File: config.mk
export PLATFORM = sky130hd
export DESIGN_NAME = rca_serial_add_ctrl
export DESIGN_NICKNAME = d
export VERILOG_FILES = /design/src/rtl/alu_pkg.sv /design/src/rtl/rca_8b_top.sv /design/src/rtl/rca_serial_add_ctrl.sv
export SDC_FILE = /design/constraint.sdc
export NUM_CORES = 1
export LEC_CHECK = 0
export BUFFER_PORTS_ARGS = -buffer_cell sky130_fd_sc_hd__buf_2
export CAP_MARGIN = 20
export CORE_MARGIN = 3
export CORE_UTILIZATION = 45
export DETAILED_ROUTE_END_ITERATION = 16
export PLACE_DENSITY = 0.7
export SLEW_MARGIN = 20
export SYNTH_ARGS = -nofsm -noshare
export SYNTH_HDL_FRONTEND = slang
export SYNTH_SLANG_ARGS = --single-unit
export TNS_END_PERCENT = 5
File: constraint.sdc
create_clock -name clk -period 9.9 [get_ports clk]
set_input_delay 1.485 -clock clk [delete_from_list [all_inputs] [get_ports clk]]
set_output_delay 1.485 -clock clk [all_outputs]
set_load 0.05 [all_outputs]
File: src/rtl/alu_pkg.sv
// Shared ALU definitions: controller state encoding and slice width.
package alu_pkg;

    localparam int BYTE_W = 8;

    typedef enum logic [1:0] {
        IDLE = 2'd0,
        ADD  = 2'd1,
        HOLD = 2'd2
    } state_t;

endpackage : alu_pkg

File: src/rtl/rca_8b_top.sv
// 8-bit ripple-carry adder, purely combinational.
module rca_8b_top
    import alu_pkg::*;
(
    output logic [BYTE_W-1:0] sum,
    output logic              carry_out,
    input  logic [BYTE_W-1:0] x,
    input  logic [BYTE_W-1:0] y,
    input  logic              carry_in
);

    // Ripple the carry bit by bit; the chain lives in a block-local variable.
    always_comb begin
        logic [BYTE_W:0] c;
        c    = '0;
        sum  = '0;
        c[0] = carry_in;
        for (int i = 0; i < BYTE_W; i++) begin
            sum[i]   = x[i] ^ y[i] ^ c[i];
            c[i + 1] = (x[i] & y[i]) | (c[i] & (x[i] ^ y[i]));
        end
        carry_out = c[BYTE_W];
    end

endmodule : rca_8b_top

File: src/rtl/rca_serial_add_ctrl.sv
// Byte-serial multi-precision adder controller. One shared 8-bit adder is
// stepped over NBYTES slices, LSB first, with a registered carry between
// slices.
//
// Handshake: a transfer happens on a rising edge where valid and ready are
// both high. in_ready is high only in IDLE (and out of reset); out_valid is
// high only in HOLD, where sum/carry_out/ovf are stable until out_ready.
module rca_serial_add_ctrl
    import alu_pkg::*;
#(
    parameter  int NBYTES = 4,
    localparam int IDXW   = $clog2(NBYTES),
    localparam int W      = BYTE_W * NBYTES
) (
    input  logic         clk,
    input  logic         rst_n,
    input  logic         in_valid,
    output logic         in_ready,
    input  logic [W-1:0] a,
    input  logic [W-1:0] b,
    input  logic         carry_in,
    input  logic         abort,
    output logic         out_valid,
    input  logic         out_ready,
    output logic [W-1:0] sum,
    output logic         carry_out,
    output logic         ovf
);

    state_t              state_q;
    state_t              state_d;
    logic [IDXW-1:0]     idx_q;
    logic [W-1:0]        a_q;
    logic [W-1:0]        b_q;
    logic                carry_q;
    logic [W-1:0]        sum_q;
    logic                cout_q;
    logic                ovf_q;

    logic [BYTE_W-1:0]   a_byte;
    logic [BYTE_W-1:0]   b_byte;
    logic [BYTE_W-1:0]   add_sum;
    logic                add_cout;
    logic                last_byte;
    logic                accept;

    assign a_byte    = a_q[idx_q * BYTE_W +: BYTE_W];
    assign b_byte    = b_q[idx_q * BYTE_W +: BYTE_W];
    assign last_byte = (idx_q == IDXW'(NBYTES - 1));
    assign accept    = in_valid && in_ready;

    rca_8b_top u_rca (
        .sum       (add_sum),
        .carry_out (add_cout),
        .x         (a_byte),
        .y         (b_byte),
        .carry_in  (carry_q)
    );

    // State register.
    always_ff @(posedge clk or negedge rst_n) begin
        if (!rst_n) state_q <= IDLE;
        else        state_q <= state_d;
    end

    // Next-state logic; abort only matters while slices are being added.
    always_comb begin
        state_d = state_q;
        case (state_q)
            IDLE:    if (accept) state_d = ADD;
            ADD: begin
                if (abort)          state_d = IDLE;
                else if (last_byte) state_d = HOLD;
            end
            HOLD:    if (out_ready) state_d = IDLE;
            default: state_d = IDLE;
        endcase
    end

    // Handshake outputs; in_ready stays low while reset is held.
    always_comb begin
        in_ready  = rst_n && (state_q == IDLE);
        out_valid = (state_q == HOLD);
    end

    // Operand capture, slice accumulation, index and carry chaining.
    always_ff @(posedge clk or negedge rst_n) begin
        if (!rst_n) begin
            idx_q   <= '0;
            a_q     <= '0;
            b_q     <= '0;
            carry_q <= 1'b0;
            sum_q   <= '0;
            cout_q  <= 1'b0;
            ovf_q   <= 1'b0;
        end else begin
            case (state_q)
                IDLE: begin
                    if (accept) begin
                        a_q     <= a;
                        b_q     <= b;
                        carry_q <= carry_in;
                        idx_q   <= '0;
                    end
                end
                ADD: begin
                    if (abort) begin
                        carry_q <= 1'b0;
                        idx_q   <= '0;
                    end else begin
                        sum_q[idx_q * BYTE_W +: BYTE_W] <= add_sum;
                        carry_q <= add_cout;
                        if (last_byte) begin
                            idx_q  <= '0;
                            cout_q <= add_cout;
                            ovf_q  <= (a_q[W-1] == b_q[W-1]) &&
                                      (add_sum[BYTE_W-1] != a_q[W-1]);
                        end else begin
                            idx_q <= idx_q + IDXW'(1);
                        end
                    end
                end
                default: ;
            endcase
        end
    end

    assign sum       = sum_q;
    assign carry_out = cout_q;
    assign ovf       = ovf_q;

endmodule : rca_serial_add_ctrl
Word-level counts from Yosys, hierarchy flattened --
Cells that the tools add are included.
Storage, ports and cells: logic and storage cells 86, register bits after elaboration 103, bits of input ports 70, output and inout port bits 36
Cells by class: reduce and logical (&&, ||, !) cells 10, eq/ne operators 8, shift operators 4, bitwise operators 41, add/subtract/negate cells 2, muxes and demuxes 13
Operators by type and width (number):
- indexed part select 32 x 6 -> 8 bit | 2
- negator 5 -> 34 bit | 1
- variable shift 8 x 34 -> 32 bit (first input constant) | 1
- indexed part select 8 x 34 -> 32 bit | 1
- bitwise mux 32 bit | 1
- AND 1 bit | 16
- bitwise XOR 1 bit | 16
- 2-to-1 mux 2 bit | 7
- OR 1 bit | 8
- one-hot mux 2 bit (3 select lines) | 1
- AND reduction 2 bit | 3
- AND reduction 3 bit | 2
- == test 2 bit (second input constant) | 2
- one-hot mux 2 bit (2 select lines) | 1
- logical AND 1 bit | 3
- != test 3 bit (second input constant) | 1
- adder 2 x 1 -> 2 bit (second input constant) | 1
- == test 2 x 1 -> 1 bit (second input constant) | 1
- zero test 2 bit | 1
- 2-to-1 mux 1 bit | 2
- != test 2 x 1 -> 1 bit (second input constant) | 1
- != test 2 bit (second input constant) | 1
- one-hot mux 1 bit (2 select lines) | 1
- nonzero test 2 bit | 1
- 3 further kinds | 3

Depth between registers and ports, before layout --
Gate-level depths: netlist of run 1.
depth in word-level cells 20, gate-level depth with buffers 17, gate-level depth less buffers 16

Hierarchy --
From an unflattened synthesis of run 1, not the netlist that was laid out.
Second synthesis, totals: cells, all modules 307, area total of the unflattened synthesis 4655.7 µm²
Modules (own cells, without submodules):
- rca_serial_add_ctrl | sequential area each 2577.5 µm², cells an instance 289, area each 4458.0 µm², times used 1
- rca_8b_top | sequential area each 0.0 µm², cells an instance 18, area each 197.7 µm², times used 1

Worst setup path after synthesis of run 1 --
Ideal clock, no wire load.
path type reg2reg, start point reg idx_q[1], end point reg ovf_q, in the netlist ovf, slack 5.447 ns, clock period less this slack 4.453 ns, buffers on the path 1, arrival 4.329 ns, data required time 9.775 ns, library setup time 0.125 ns, cell stages (with the launch flop) 18, path through dfrtp_1 clkbuf_1 mux4_2 inv_1 fa_1 fa_1 fa_1 fa_1 fa_1 inv_1 fa_1 inv_1 fa_1 inv_1 fa_1 nand2b_1 o22ai_1 mux2_2
On the way: longest elaborated chain between the ends 19, elaborated cells on any way between the ends 36, those cells by class eq/ne (2); shift (2); bitwise (30); reduce/logical (2)
Ends and longest elaborated chain:
- start: declaration | RTL line rca_serial_add_ctrl.sv:32 | logic [IDXW-1:0] idx_q;
- start signal: assignment | RTL line rca_serial_add_ctrl.sv:119 | idx_q <= idx_q + IDXW'(1);
- indexed part select 32 x 6 -> 8 bit (on tied branches) | RTL line rca_serial_add_ctrl.sv:47, rca_serial_add_ctrl.sv:48
- bitwise XOR 1 bit | RTL line rca_8b_top.sv:20 | c[i + 1] = (x[i] & y[i]) | (c[i] & (x[i] ^ y[i]));
- AND 1 bit | RTL line rca_8b_top.sv:20
- OR 1 bit | RTL line rca_8b_top.sv:20
- AND 1 bit | RTL line rca_8b_top.sv:20
- OR 1 bit | RTL line rca_8b_top.sv:20
- AND 1 bit | RTL line rca_8b_top.sv:20
- OR 1 bit | RTL line rca_8b_top.sv:20
- [3 not listed]
- OR 1 bit | RTL line rca_8b_top.sv:20
- AND 1 bit | RTL line rca_8b_top.sv:20
- OR 1 bit | RTL line rca_8b_top.sv:20
- AND 1 bit | RTL line rca_8b_top.sv:20
- OR 1 bit | RTL line rca_8b_top.sv:20
- bitwise XOR 1 bit | RTL line rca_8b_top.sv:19 | sum[i] = x[i] ^ y[i] ^ c[i];
- != test 1 bit | RTL line rca_serial_add_ctrl.sv:117 | (add_sum[BYTE_W-1] != a_q[W-1]);
- logical AND 1 bit | RTL line rca_serial_add_ctrl.sv:116 | ovf_q <= (a_q[W-1] == b_q[W-1]) &&
- end signal: assignment | RTL line rca_serial_add_ctrl.sv:116
- end: declaration | RTL line rca_serial_add_ctrl.sv:38 | logic ovf_q;
Parallel ways exist; a longest one is shown, timed or not. A chain may end at the register's enable or synchronous reset.

Final worst setup path of run 1 --
start point reg idx_q[0], end point reg ovf_q, in the netlist ovf
The elaborated chain is that of the path after synthesis.

==> summary.txt, run 1 <==
Outcome
  – Outcome: finished clean

Synthesis
  – Top cells by area, synth: dfrtp_1 (52%), mux2_4 (12%), mux4_2 (7.3%), o31ai_1 (4.8%), mux2_2 (3.9%)
  – Top-count cell post-synth: dfrtp_1
  – Yosys cell types: 32
  – Cell Area, Synth: 4960 µm²
  – Avg Inst Size Synth: approximately 14 µm²
  – FFs w/ async S/R, synth: 1.00
  – Post-synthesis sequential area ratio: 0.520
  – Main flop type after synthesis: dfrtp_1
  – Post-synth top area cell: dfrtp_1
  – Cells after Synth: about 340
  – Top cells by count, synth: dfrtp_1 (103), mux2_4 (40), nand2_1 (39)
  – Yosys warns: 0
  – Yosys reg bits: 103
  – Synthesized Nets: approximately 430
  – EDFF count, synth: 0
  – Post-synth top area share: 0.520

Global routing
  – Tot GR Track Use: 0.170
  – Initial antenna violation count: 0
  – Grt ovf: 0
  – Vias in the first global route: about 3200
  – Largest net degree at the start of global routing: 66
  – First-pass GRT wire length: 16.6 mm

Layout
  – Synthesis-to-finish area growth: 14.0%
  – Fill cells: 910
  – Number of diodes: 0
  – Register area: 2580 µm²
  – Final Non-Filler Cells: approximately 580
  – Share of layout cells above drive strength 1: 0.454
  – Post-layout net count: 522
  – Multi-input gate area: ~2100 µm²

Placed design
  – Count of input and output buffers: around 110
  – DP Cell Count: 563
  – DP HPWL: between 7 and 8 mm
  – GP Congestion: between 0.7 and 0.8
  – DP Worst Slack: ~4.8 ns

Power
  – Reg power frac: 0.411
  – Switching share of power: 0.394
  – Internal power: 854 µW
  – Leakage: 0.00270 µW
  – Comb power frac: 0.408
  – Psw: 555 µW
  – Cell Pwr Density: 249 nW/µm²
  – Clock power frac: 0.181
  – Maximum VDD drop: between 0.00015 and 0.0002 V

Clock network
  – Number of cells upsized or downsized after cts: 0
  – Htree depth: 3
  – CTS tree: built
  – Clk slew on worst S/H paths: about 0.10 ns
  – CTS Buffer Depth: 2
  – Num CTS Buffers: 9
  – Cts-stage hold buffer count: 0
  – CTS Root Cell: clkbuf_8
  – Skew-Pair Late Insertion Delay: 0.37 ns
  – Post-CTS Setup Bufs: 0
  – TritonCTS Sinks: between 100 and 150

Setup path
  – CP most frequent cell: fa_1
  – CP max-delay cell: dfrtp_1
  – Slowest cell delay on critical path: 0.70 ns
  – Critical path's top delay family: adder cells
  – Critical path arrival: approximately 5.3 ns
  – Worst-path fanout max: 13
  – Critical Path Start Type: flip-flop
  – Crit path required time: between 10 and 15 ns
  – CP Capture Type: flip-flop
  – Crit-path cells: buf_4 > mux4_2 > inv_1 > fa_1 > fa_1 > fa_1 > fa_1 > fa_1 > inv_1 > fa_1 > inv_1 > fa_1 > inv_1 > fa_1 > nand2b_1 > o22ai_1 > mux2_2
  – Buffers & Inverters on Critical Path: 5
  – Worst setup path class: flip-flop to flip-flop

Detailed routing
  – Vias per cell: between 5 and 6
  – Met1 WL: between 4 and 5 mm
  – Vias: around 3000
  – Initial DRC Count: 141
  – Max Used Layer: met4
  – Wirelength, routed: just under 10 mm
  – Wire length on met3: approximately 560 µm
  – Drt wl/cell: 17.0 µm
  – Pre-antenna DRT Iters: 4
  – Routed length on met2: around 4.5 mm
  – Drt drc: 0
  – Antenna Nets Post-Route: 0

Timing
  – Fmax: slightly below 0.2 GHz
  – Least-Margin Pin Slew: between 1 and 1.5 ns
  – Final count of pins violating max slew: 0
  – Slew HR: 0.310
  – Final min period: 5.06 ns
  – Setup TNS Final: 0 ns
  – Final hold viol count: 0
  – Finish-stage setup viols: 0
  – RSZ-0062 raised after global routing: no
  – Final Worst Setup Slack: 4.84 ns
  – Tcrit/Tclk final: 0.511
  – Setup Skew: a little over 0.008 ns

Die
  – Core area: 10500 µm²
  – Initial Util: 0.472
  – Total I/O pin count: around 110
  – Die area: about 12000 µm²
  – Die extent in y: 111 µm
  – # rows: 37
  – Die W: between 100 and 150 µm

Worst hold path
  – Hold crit path type: flip-flop to flip-flop

Run
  – Max Cap Viol: 0
[kinds of logic after synthesis]
kind of cell    count (synthesis)  synth area share
buf+inv                        45            0.0603
flops                         103             0.520
fa+ha+maj                      14            0.0475
compound gates                 41            0.0583
simple gates                   57            0.0608
mux                            82             0.253
[sequential cells by signal, summed over array words and instances (netlist names)]
register	flops
carry_out	1
idx_q	2
sum	32
a_q	32
carry_q	1
state_q	2
ovf	1
b_q	32
[cell type report]
class	instances	share of cell area
clock inverter	6	0.00952
sequential	103	0.456
tap	136	0.0301
multi-input combinational	194	0.368
inverter	22	0.0146
timing repair buffer	108	0.0974
clock buffer	10	0.0244
[metrics by stage]
step	utilization	hold slack, ns	power, µW	instance area (µm²)
floorplan	-	0.452	997	4960
global placement	0.520	0.457	1150	5460
detailed placement	0.520	0.462	1170	5460
CTS	0.538	0.486	1430	5650
global route	0.538	0.523	1500	5650
finish	0.538	0.480	1410	5650
[placed cells by master, fill, tap and decap left out, types with 2 or more instances in the layout]
cell        synthesis  layout
a21oi_1             3       3
buf_2               7     104
buf_4               2       4
clkbuf_8            0      10
clkinvlp_4          0       3
dfrtp_1           103     103
fa_1                8       8
ha_1                6       6
inv_1              22      22
inv_8               0       2
mux2_1              9       9
mux2_2             17      17
mux2_4             40      40
mux4_2             16      16
nand2_1            39      39
nand2b_1            3       3
nand4bb_1           4       4
o21ai_0             4       4
o31ai_1            32      32
or3_1               2       2
[worst reg2reg max path, delay by kind of cell, from the launching register on]
family | cells | cell delay, ns
and+or+nand+nor | 1 | 0.09
adders and majority gates | 8 | 2.95
AOI/OAI and AO/OA | 1 | 0.07
muxes | 2 | 0.52
buffers and inverters | 5 | 0.63
DFF | 1 | 0.70
[power by group through the flow]
stage | Combinational, µW | Clock, µW | Sequential, µW
after detailed placement | 583 | 0 | 588
after CTS | 584 | 261 | 580
final | 575 | 255 | 579
after global placement | 570 | 0 | 585
after floorplan | 353 | 0 | 644
after global routing | 627 | 278 | 594
[routing by layer]
layer	vias to the layer above	track usage
li1	1399	-
met4	0	0.0419
met5	-	0
met2	93	0.265
met1	1491	0.241
met3	9	0.0431
[path summary, 6_finish.rpt]
kind                                       from                  end  cells past startpoint  slack, ns
max in group asynchronous                 rst_n  b_q[24]$_DFFE_PN0P_                      2       7.64
setup / recovery           idx_q[0]$_DFFE_PN0P_      ovf$_DFFE_PN0P_                     17       4.84
setup reg to reg           idx_q[0]$_DFFE_PN0P_      ovf$_DFFE_PN0P_                     17       4.84
min in group asynchronous                 rst_n   sum[4]$_DFFE_PN0P_                      1       1.10
hold / removal              sum[27]$_DFFE_PN0P_  sum[27]$_DFFE_PN0P_                      2       0.48
hold reg to reg             sum[27]$_DFFE_PN0P_  sum[27]$_DFFE_PN0P_                      2       0.48
Power figures use the tool's default switching activity.
==> run 2, diff against run 1 <==
Settings changed: PLACE_DENSITY 0.7 to 0.73.
Clock period 9.9 ns to 4.22 ns, I/O delays scaled along.
==> summary.txt, run 2 (synthesis results as in run 1) <==
Outcome
  – Outcome: finished clean

Power
  – Maximum VDD drop: 0.000322 V (+94%)
  – Cell Pwr Density: 598 nW/µm² (+140%)
  – Leakage: 0.00273 µW (+1.1%)

Setup path
  – Worst reg2reg path endpoint: ovf$_DFFE_PN0P_
  – Critical Path Start Type: flip-flop
  – Worst Setup SP: idx_q[0]$_DFFE_PN0P_
  – Critical path endpoint: ovf$_DFFE_PN0P_
  – Worst-path fanout max: 4 (-9)
  – FF-to-FF Start: idx_q[0]$_DFFE_PN0P_
  – Worst Reg2Reg Path Length in Cells: 16 (-1)
  – CP Capture Type: flip-flop
  – Worst setup path class: flip-flop to flip-flop
  – Crit path required time: 4.48 ns (-5.68 ns)
  – R2R setup slack: 0.004 ns (-4.84 ns)
  – Critical path arrival: 4.47 ns (-0.85 ns)

Timing
  – Final hold viol count: 0 (unchanged)
  – Final min period: 4.22 ns (-0.841 ns)
  – Least-Margin Pin Slew: 0.752 ns (-0.284 ns)
  – Slew HR: 0.499 (+0.189)
  – Final count of pins violating max slew: 0 (unchanged)
  – Tcrit/Tclk final: 0.999 (+0.488)
  – RSZ-0062 raised after global routing: yes
  – Final Worst Setup Slack: 0.00412 ns (-4.84 ns)
  – Final hold slack: 0.106 ns (-0.374 ns)
  – Fmax: 0.237 GHz (+20%)
  – Finish-stage setup viols: 0 (unchanged)
  – Setup Skew: 0.00974 ns (+0.00142 ns)

Detailed routing
  – Drt drc: 0 (unchanged)
  – Initial DRC Count: 125 (-11%)
  – Pre-antenna DRT Iters: 4 (unchanged)
  – Antenna Nets Post-Route: 0 (unchanged)
  – Vias per cell: 5.25 (+1.6%)
  – Wirelength, routed: 10.5 mm (+6.4%)
  – Drt wl/cell: 18.0 µm (+5.5%)
  – Vias: 3066 (+2.5%)

Layout
  – Number of diodes: 0 (unchanged)
  – Post-layout net count: 527 (+0.96%)
  – Share of layout cells above drive strength 1: 0.480 (+0.0262)
  – Core Util, Final: 0.545 (+0.00679)
  – Design area: 5720 µm² (+1.3%)
  – Commonest cells after routing, fill and taps aside: buf_2 (104), dfrtp_1 (102), mux2_4 (40)
  – Most common cell after layout, fill and taps aside: buf_2
  – Synthesis-to-finish area growth: 15.5%

Clock network
  – Post-CTS Setup Bufs: 0 (unchanged)
  – TritonCTS Sinks: 103 (unchanged)
  – Htree depth: 3 (unchanged)
  – CTS Root Cell: clkbuf_8
  – CTS Buffer Depth: 2 (unchanged)
  – Cts-stage hold buffer count: 0 (unchanged)
  – CTS tree: built
  – Clk slew on worst S/H paths: 0.10 ns (about the same)
  – Num CTS Buffers: 9 (unchanged)
  – Skew-Pair Late Insertion Delay: 0.36 ns (about the same)

Die
  – Core area: 10500 µm² (unchanged)
  – Die extent in y: 111 µm (unchanged)
  – Die W: 111 µm (unchanged)
  – Total I/O pin count: 106 (unchanged)
  – Initial Util: 0.472 (unchanged)
  – Die area: 12300 µm² (unchanged)
  – # rows: 37 (unchanged)

Global routing
  – Initial antenna violation count: 1 (+1)
  – Vias in the first global route: 3207 (+1.2%)
  – Tot GR Track Use: 0.177 (+0.00693)
  – Grt ovf: 0 (unchanged)
  – First-pass GRT wire length: 17.3 mm (+4.0%)
  – Largest net degree at the start of global routing: 66 (unchanged)

Run
  – Max Cap Viol: 0 (unchanged)

Placed design
  – Count of input and output buffers: 105 (unchanged)
  – DP Worst Slack: -0.108 ns (-4.93 ns)
  – GP Congestion: 0.803 (+2.8%)
  – Post-DP Area: 5520 µm² (+1.1%)
  – DP HPWL: 7.92 mm (+9.3%)

Worst hold path
  – Hold crit path type: input pin to async pin
-- run 2: changes by cell type in the layout (fill, tap and decap cells not counted), sizes merged --
cell	previous run	this run
buf	108	113
clkinvlp	3	1
clkinv	1	2
bufinv	0	1
-- run 2: area by class of cell --
class | instances | area [µm²]
multi-input combinational | 194 | 2090
sequential | 103 | 2580
clock inverter | 6 | 68.8
timing repair buffer | 113 | 601
inverter | 22 | 82.6
clock buffer | 10 | 128
fill | 886 | 4790
tap | 136 | 170
-- run 2: repair_timing --
action                     4_1_cts  5_1_grt
setup endpoints to repair        5        5
gates resized for setup          3        3
pin swaps                        4        4
-- run 2: metal layers --
layer	wire length, µm	vias up	track usage
met3	666	12	0.0568
li1	-	1413	-
met4	82	2	0.0304
met5	9	-	0
met2	5010	97	0.281
met1	4720	1542	0.244
-- run 2: per-stage QoR --
stage          total power, µW  TNS (ns)  std cells
4_1_cts                   3450   -0.0361        584
2_1_floorplan             2360   -0.0975        342
3_3_place_gp              2760   -0.0403        568
6_report                  3420         0        584
3_5_place_dp              2810    -0.336        568
5_1_grt                   3650    -0.539        584
-- run 2: worst max-delay path: stages, from the launching register on --
cell and delay [ns]:
dfrtp_2 0.45, mux4_2 0.34, inv_1 0.05, fa_2 0.37
fa_2 0.37, fa_2 0.34, fa_2 0.36, fa_2 0.35
inv_2 0.06, fa_1 0.15, inv_1 0.05, fa_2 0.33
inv_2 0.06, fa_1 0.42, nand2b_1 0.09, o22ai_1 0.07
mux2_2 0.25
-- run 2: how the worst min path moves through the flow --
stage / start / endpoint / slack (ns) / depth (start not counted)
floorplan: rst_n / a_q[0]$_DFFE_PN0P_ / 0.34 / 0
global placement: sum[24]$_DFFE_PN0P_ / sum[24]$_DFFE_PN0P_ / 0.46 / 2
detailed placement: sum[14]$_DFFE_PN0P_ / sum[14]$_DFFE_PN0P_ / 0.46 / 2
CTS: rst_n / sum[23]$_DFFE_PN0P_ / 0.09 / 1
global route: rst_n / sum[7]$_DFFE_PN0P_ / 0.08 / 1
finish: rst_n / sum[23]$_DFFE_PN0P_ / 0.11 / 1
-- run 2: power by group --
part           leakage [µW]  internal [µW]  total, µW  switching, µW
sequential          0.00129           1200       1340            138
combinational       0.00135            623       1460            837
clock             0.0000973            279        620            341
==> run 3, diff against run 2 <==
Settings changed: CTS_BUF_LIST set to sky130_fd_sc_hd__clkbuf_2.
==> summary.txt, run 3 (synthesis results as in run 1) <==
Outcome
  – Outcome: finished clean

Placed design
  – GP Congestion: 0.803 (unchanged)
  – DP Worst Slack: -0.108 ns (unchanged)
  – DP Cell Count: 568 (unchanged)
  – Count of input and output buffers: 105 (unchanged)
  – DP HPWL: 7.92 mm (unchanged)

Layout
  – Most common cell after layout, fill and taps aside: buf_2
  – Final Non-Filler Cells: 585 (+0.17%)
  – Post-layout net count: 528 (+0.19%)
  – Share of layout cells above drive strength 1: 0.481 (+0.00116)
  – Fill cells: 888 (+0.23%)
  – Commonest cells after routing, fill and taps aside: buf_2 (104), dfrtp_1 (102), mux2_4 (40)
  – Synthesis-to-finish area growth: 14.1%
  – Number of diodes: 0 (unchanged)

Global routing
  – Tot GR Track Use: 0.176 (-0.00103)
  – Initial antenna violation count: 1 (unchanged)
  – First-pass GRT wire length: 17.2 mm (-0.44%)
  – Vias in the first global route: 3201 (-0.19%)
  – Grt ovf: 0 (unchanged)
  – Largest net degree at the start of global routing: 66 (unchanged)

Setup path
  – Crit path required time: 4.73 ns (+0.25 ns)
  – Worst-path fanout max: 4 (unchanged)
  – Buffers & Inverters on Critical Path: 4 (unchanged)
  – Worst reg2reg path endpoint: ovf$_DFFE_PN0P_
  – R2R setup slack: 0.01 ns (about the same)
  – Critical path's top delay family: adder cells
  – Worst Reg2Reg Path Length in Cells: 16 (unchanged)
  – FF-to-FF Start: idx_q[0]$_DFFE_PN0P_
  – Worst setup path class: flip-flop to flip-flop
  – Critical path arrival: 4.72 ns (+0.25 ns)
  – Critical Path Start Type: flip-flop
  – CP max-delay cell: dfrtp_2
  – CP Capture Type: flip-flop
  – Slowest cell delay on critical path: 0.50 ns (+0.05 ns)
  – CP most frequent cell: fa_2
  – Crit-path cells: mux4_2 > inv_1 > fa_2 > fa_2 > fa_2 > fa_2 > fa_2 > inv_2 > fa_1 > inv_1 > fa_2 > inv_2 > fa_1 > nand2b_1 > o22ai_1 > mux2_2

Clock network
  – Num CTS Buffers: 9 (unchanged)
  – TritonCTS Sinks: 103 (unchanged)
  – Post-CTS Setup Bufs: 0 (unchanged)
  – Skew-Pair Late Insertion Delay: 0.57 ns (+0.21 ns)
  – Htree depth: 3 (unchanged)
  – CTS Root Cell: clkbuf_2
  – Clk slew on worst S/H paths: 0.29 ns (+0.19 ns)
  – CTS Buffer Depth: 2 (unchanged)
  – CTS tree: built

Detailed routing
  – Initial DRC Count: 116 (-7.2%)
  – Antenna Nets Post-Route: 0 (unchanged)
  – Wirelength, routed: 10.5 mm (about the same)
  – Drt wl/cell: 18.0 µm (about the same)
  – Vias per cell: 5.30 (+1.0%)
  – Pre-antenna DRT Iters: 4 (unchanged)
  – Vias: 3102 (+1.2%)
  – Drt drc: 0 (unchanged)

Timing
  – Final count of pins violating max slew: 0 (unchanged)
  – Least-Margin Pin Slew: 0.755 ns (+0.00350 ns)
  – Slew HR: 0.497 (-0.00233)
  – Final Worst Setup Slack: 0.0140 ns (+0.00986 ns)
  – Setup Skew: 0.0396 ns (+0.0299 ns)
  – Fmax: 0.238 GHz (+0.23%)
  – Final hold viol count: 0 (unchanged)
  – Final min period: 4.21 ns (-0.00986 ns)
  – Finish-stage setup viols: 0 (unchanged)
  – Tcrit/Tclk final: 0.997 (-0.00234)
  – RSZ-0062 raised after global routing: yes

Run
  – Max Cap Viol: 0 (unchanged)

Die
  – Die extent in y: 111 µm (unchanged)
  – Core area: 10500 µm² (unchanged)
  – # rows: 37 (unchanged)
  – Die area: 12300 µm² (unchanged)
  – Total I/O pin count: 106 (unchanged)
  – Initial Util: 0.472 (unchanged)
  – Die W: 111 µm (unchanged)

Power
  – Leakage: 0.00271 µW (-0.74%)
  – Overall power: 3280 µW (-4.0%)
  – Cell Pwr Density: 581 nW/µm² (-2.9%)
  – Maximum VDD drop: 0.000333 V (+3.4%)

Worst hold path
  – Hold crit path type: input pin to flip-flop
  – HP Start: out_ready
  – Hold Path Depth: 2
  – Hold EP: state_q[1]$_DFFE_PN0P_
[run 3: cell types whose count changed in the layout (fill, tap and decap cells not counted)]
cell	delta
clkbuf_8	-9
dlygate4sd3_1	+1
clkbuf_1	-1
clkbuf_2	+10
[run 3: final cells by class]
cell class	instances	area [µm²]	area share
well taps	136	170	0.0301
inverters	22	82.6	0.0146
repair buffers	114	611	0.108
clock buffers	10	50.0	0.00885
multi-input cells	194	2090	0.370
flip-flops and latches	103	2580	0.456
clock inverters	6	68.8	0.0122
[run 3: worst register-to-register path: cells and delay by family (launching register included)]
| family | cells | cell delay [ns] |
|---|---|---|
| AO/OA/AOI/OAI | 1 | 0.07 |
| multiplexers | 2 | 0.59 |
| adder cells (fa/ha/maj) | 8 | 2.69 |
| buffers and inverters | 4 | 0.22 |
| AND/OR/NAND/NOR | 1 | 0.09 |
| flip-flops | 1 | 0.50 |
[run 3: power by group]
part	switching, µW	internal [µW]
logic	843	624
registers	138	1200
clock network	334	144
[run 3: metrics by stage]
step / instance area [µm²] / setup TNS [ns] / hold slack [ns] / util
2_1_floorplan: 4970 / -0.0975 / 0.337 / -
3_3_place_gp: 5520 / -0.0403 / 0.457 / 0.525
3_5_place_dp: 5520 / -0.336 / 0.464 / 0.525
4_1_cts: 5650 / -0.0307 / 0.164 / 0.538
5_1_grt: 5660 / -0.397 / 0.148 / 0.538
6_report: 5660 / 0 / 0.188 / 0.538
[run 3: per-layer routing]
metal,global-route usage,share of wire
met1,0.242,0.45
met2,0.282,0.47
met3,0.0469,0.065
met4,0.0427,0.013
met5,0,0.00086
[run 3: how the worst max path moves through the flow]
stage                                    start              end  cells after the start
after floorplan           idx_q[0]$_DFFE_PN0P_  ovf$_DFFE_PN0P_                     17
after global placement    idx_q[0]$_DFFE_PN0P_  ovf$_DFFE_PN0P_                     16
after detailed placement  idx_q[0]$_DFFE_PN0P_  ovf$_DFFE_PN0P_                     16
after CTS                 idx_q[0]$_DFFE_PN0P_  ovf$_DFFE_PN0P_                     16
after global routing      idx_q[0]$_DFFE_PN0P_  ovf$_DFFE_PN0P_                     16
final                     idx_q[0]$_DFFE_PN0P_  ovf$_DFFE_PN0P_                     16
[run 3: what timing repair did]
action / CTS / global route
hold endpoints to repair: 11 / 0
resized for setup: 3 / 3
setup endpoints to repair: 5 / 5
hold buffers: 1 / 0
pin swaps: 4 / 4
